`src/rtl/pipe_hazard_ctrl.sv`:
```
// Pipeline register sequencer: load-use bubbles, redirect flushes,
// memory-wait freeze with timeout, and saturating event counters.
module pipe_hazard_ctrl #(
  parameter int WAIT_MAX = 16,
  parameter int CNT_W    = 16
) (
  input  logic             clk,
  input  logic             rst,
  input  logic [4:0]       id_rs,
  input  logic [4:0]       id_rt,
  input  logic [4:0]       ex_rw,
  input  logic             ex_memtoreg,
  input  logic             ex_regwr,
  input  logic             mem_branch,
  input  logic             mem_zero,
  input  logic             mem_jump,
  input  logic             mem_memwr,
  input  logic             mem_memtoreg,
  input  logic             dmem_ready,
  output logic             pc_write,
  output logic             pc_redirect,
  output logic             ifid_write,
  output logic             ifid_flush,
  output logic             idex_write,
  output logic             idex_flush,
  output logic             exmem_write,
  output logic             exmem_flush,
  output logic             memwb_write,
  output logic             dmem_req,
  output logic             mem_err,
  output logic [CNT_W-1:0] stall_cnt,
  output logic [CNT_W-1:0] flush_cnt
);

  localparam int WW = $clog2(WAIT_MAX + 1);
  localparam logic [WW-1:0] WMAX = WW'(WAIT_MAX);

  typedef enum logic {
    RUN,
    MEM_WAIT
  } state_t;

  state_t        state;
  state_t        state_nxt;
  logic [WW-1:0] wcnt;
  logic [WW-1:0] wcnt_nxt;

  logic mem_acc;
  logic taken;
  logic load_use;
  logic hold;
  logic lu_stall;
  logic redir;
  logic err_set;
  logic stall_inc;
  logic flush_inc;

  assign mem_acc  = mem_memwr | mem_memtoreg;
  assign taken    = (mem_branch & mem_zero) | mem_jump;
  assign load_use = ex_memtoreg & ex_regwr
                  & (ex_rw != 5'd0)
                  & ((ex_rw == id_rs) | (ex_rw == id_rt));

  always_comb begin
    state_nxt = state;
    wcnt_nxt  = wcnt;
    hold      = 1'b0;
    lu_stall  = 1'b0;
    redir     = 1'b0;
    err_set   = 1'b0;
    stall_inc = 1'b0;
    flush_inc = 1'b0;
    if (rst) begin
      state_nxt = RUN;
      wcnt_nxt  = '0;
      hold      = 1'b1;
    end else begin
      unique case (state)
        RUN: begin
          priority case (1'b1)
            mem_acc & ~dmem_ready: begin
              hold      = 1'b1;
              state_nxt = MEM_WAIT;
              wcnt_nxt  = WW'(1);
              stall_inc = 1'b1;
            end
            taken: begin
              redir     = 1'b1;
              flush_inc = 1'b1;
            end
            load_use: begin
              lu_stall  = 1'b1;
              stall_inc = 1'b1;
            end
            default: ;
          endcase
        end
        MEM_WAIT: begin
          // ready and timeout both release the pipeline for this cycle
          priority case (1'b1)
            dmem_ready: state_nxt = RUN;
            wcnt == WMAX: begin
              err_set   = 1'b1;
              state_nxt = RUN;
            end
            default: begin
              hold      = 1'b1;
              wcnt_nxt  = wcnt + WW'(1);
              stall_inc = 1'b1;
            end
          endcase
        end
        default: state_nxt = RUN;
      endcase
    end
  end

  assign pc_write    = ~hold & ~lu_stall;
  assign ifid_write  = ~hold & ~lu_stall;
  assign idex_write  = ~hold;
  assign exmem_write = ~hold;
  assign memwb_write = ~hold;
  assign pc_redirect = redir;
  assign ifid_flush  = redir;
  assign idex_flush  = redir | lu_stall;
  assign exmem_flush = redir;
  assign dmem_req    = mem_acc & ~rst;

  always_ff @(posedge clk) begin
    state <= state_nxt;
    wcnt  <= wcnt_nxt;
    if (rst) begin
      mem_err   <= 1'b0;
      stall_cnt <= '0;
      flush_cnt <= '0;
    end else begin
      if (err_set)
        mem_err <= 1'b1;
      if (stall_inc && stall_cnt != '1)
        stall_cnt <= stall_cnt + CNT_W'(1);
      if (flush_inc && flush_cnt != '1)
        flush_cnt <= flush_cnt + CNT_W'(1);
    end
  end

endmodule

```
`config.mk`:
```
export PLATFORM = sky130hd
export DESIGN_NAME = pipe_hazard_ctrl
export DESIGN_NICKNAME = d
export VERILOG_FILES = /design/src/rtl/pipe_hazard_ctrl.sv
export SDC_FILE = /design/constraint.sdc
export NUM_CORES = 1
export LEC_CHECK = 0
export CAP_MARGIN = 20
export CORE_UTILIZATION = 46
export DETAILED_ROUTE_END_ITERATION = 7
export MAX_ROUTING_LAYER = met4
export PLACE_DENSITY_LB_ADDON = 0.1
export SLEW_MARGIN = 10
export SYNTH_ARGS = -nofsm -noshare
export SYNTH_HDL_FRONTEND = slang
export SYNTH_SLANG_ARGS = --single-unit
```
`constraint.sdc`:
```
create_clock -name clk -period 2.8 [get_ports clk]
set_input_delay 0.56 -clock clk [delete_from_list [all_inputs] [get_ports clk]]
set_output_delay 0.56 -clock clk [all_outputs]
set_load 0.03 [all_outputs]
```
==> results.txt <==
Die ar. -> 0.00490 mm^2
# nets final -> 352
Post-synth top area share -> 36.7%
Core footprint -> 0.00441 mm^2
Commonest cells in the netlist -> dfxtp_1, nor2_1, a21oi_1, nand3_1
Yosys reg bits -> 39
Part of the cycle the worst path needs -> 95.5%
Worst Hold Path EP -> mem_err$_SDFFE_PP0P_
Sequential fraction of design power -> 48.5%
Avg Vias per Cell -> 5.32
Worst skew pair latency -> 0.29 ns
Clock Path Buffers -> 2
Mean routed wirelength per cell -> 12.2 um
Post-synth EDFFs -> 0
Initial antenna violation count -> 0
Rows -> 24
Synth Flop Type -> dfxtp_1
ANT cells -> 0
DRC -> 0
Min-delay src -> mem_err$_SDFFE_PP0P_
CP required -> 2.24 ns
Netlist cell types -> 39
RR Startpoint -> wcnt[0]$_SDFFE_PP0P_
Status -> finished clean
Pre-CTS setup slack -> 0.0155 ns
Worst R2R End -> stall_cnt[8]$_SDFFE_PP0P_
Max-cap violations -> 0
Routability cong. -> 0.711
Clock Skews -> 0.00614 ns
Number of port buffers -> 67
Die Y-Extent -> 70.0 um
Worst path bufs/invs -> 2
Largest net degree at the start of global routing -> 25
Yosys top cell by area -> dfxtp_1
Worst Setup End Kind -> output port
Hold Crit Depth -> 2
Total GRT Usage -> 20.0%
Yosys warns -> 0
1st-pass router iterations -> 4
Hold-fix buffers at CTS -> 0
Critical path's slowest cell -> clkdlybuf4s50_1
Cell area after synthesis -> 0.00213 mm^2
Net switching power -> 297 uW
I/O pin cnt -> 68
Most common cell in the netlist -> dfxtp_1
Fin crit period -> 2.67 ns
CP cell instances -> clkdlybuf4s50_1 > or4_4 > o211ai_2 > nor4_1 > nand2_1 > and2_4 > buf_6
CTS Buf Count -> 5
Crit path max-delay family -> simple AND/OR/NAND/NOR gates
Combinational Power Share -> 16.0%
Hold crit path type -> flip-flop to flip-flop
Setup tns final -> 0 ns
Crit path launch type -> input pin
Final wirelength -> 4570 um
Layout cells sized above 1 -> 13.3%
Fmax -> 374 MHz
Sw Ratio -> 25.2%
Worst r2r path cells -> 10
CP peak stage delay -> 0.46 ns
Seq/Total Area, Yosys -> 36.7%
Post-synthesis cell count -> 250
Reg-to-reg slack, setup -> 0.74 ns
CTS sink count -> 39
Vias in the first global route -> 1833
Worst Path Arrival -> 2.11 ns
VDD IR max -> 172 uV
Syn_area_per_cell -> 8.51 um^2
Final WS setup -> 0.126 ns
Slew @ Worst Pin -> 0.433 ns
Final number of setup-violating endpoints -> 0
Vias -> 2000
Routed Antenna Nets -> 0
Clock network power share -> 35.5%
DRT iter0 DRCs -> 166
CTS tree -> yes
Final Hold Fails -> 0
Synth Net Count -> 279
Initial Utilization -> 48.2%
CP max FO -> 3
Die X -> 70.0 um
Detailed Place HPWL -> 3380 um
Setup repair after global routing missed its margin -> no
Async set-reset flop share out of synthesis -> 0%
Slew headroom -> 70.9%
Pwr dens -> 395 mW/mm^2
Clock root buffer -> clkbuf_8
Setup CP Type -> input pin to output port
Area grow syn2layout -> 40.1%
Gr ovfl total -> 0
P_int -> 881 uW
First-pass GRT wire length -> 7810 um
Leak Pwr -> 1.10 nW
Reg clk slew, reported paths -> 0.08 ns
Max-slew violations -> 0
Hold slack -> 0.481 ns
Top cells by area in the synthesized netlist -> dfxtp_1, xnor2_1, nor2_1
H-tree levels -> 2
## cells in the final DEF, fill, tap and decap left out, drive strengths merged, types with 6 or more instances in the layout
master	n
inv	7
o21ai	13
clkbuf	7
buf	22
nand3	18
nand2	17
xnor2	17
or3	11
a21oi	18
nor2	33
clkdlybuf4s50	56
and4	7
dfxtp	39
xor2	11
nand4	6
## worst max-delay path by stage
stage                 startpoint    endpoint  slack (ns)  depth (start not counted)
floorplan           mem_memtoreg    pc_write        0.08                          5
global placement        ex_rw[1]    pc_write        0.06                          7
detailed placement      ex_rw[1]  ifid_write        0.02                          7
CTS                     ex_rw[1]  ifid_write       0.008                          7
global route            ex_rw[4]    pc_write        0.04                          7
finish                  ex_rw[4]  ifid_write        0.13                          7
## logic make-up after synthesis
group           after synthesis  synth area share [%]
flops                        39                  36.7
simple gates                116                  30.3
fa+ha+maj                     4                  2.35
buf+inv                      21                  6.00
compound gates               39                  11.6
mux                           3                  1.47
xor+xnor                     28                  11.5
## registers in the layout, indices dropped and copies added (netlist names)
name / count
flush_cnt: 16
stall_cnt: 16
wcnt: 5
mem_err: 1
state: 1
## per-layer routing
metal	vias up	global-route usage [%]	wire (um)
li1	1018	-	-
met1	916	23.7	2070
met2	60	34.1	2240
met3	6	4.76	216
met4	0	5.33	46
met5	-	-	0
## tightest hold or removal path: stages, from the launching register on
cell and delay (ns):
dfxtp_1 0.33, a21oi_1 0.04, nor2_1 0.07
## through the flow
stage,cells,cell area [um^2],total power [mW],util (%)
3_5_place_dp,368,2850,0.771,64.6
6_report,376,2980,1.18,67.5
2_1_floorplan,250,2130,0.689,-
4_1_cts,376,2950,1.19,66.9
5_1_grt,376,2980,1.23,67.5
3_3_place_gp,368,2850,0.767,64.6
## power groups by stage
stage	Sequential, mW	Combinational, mW	Clock, mW
2_1_floorplan	0.590	0.0988	0
3_3_place_gp	0.584	0.183	0
3_5_place_dp	0.584	0.187	0
4_1_cts	0.571	0.187	0.428
5_1_grt	0.573	0.205	0.449
6_report	0.571	0.188	0.418
## cell type report
| class | count | area, um^2 |
|---|---|---|
| tap | 52 | 65.1 |
| inverter | 7 | 26.3 |
| sequential | 39 | 781 |
| multi-input combinational | 190 | 1230 |
| clock buffer | 7 | 96.3 |
| clock inverter | 1 | 7.51 |
| timing repair buffer | 80 | 771 |
| fill | 370 | 1430 |
## what timing repair did
item | in CTS | in global routing
endpoints found under the hold margin | 0 | 0
resized for setup | 0 | 7
setup endpoints to repair | 0 | 2
setup buffers | 0 | 0
(Power assumes the default switching activity.)
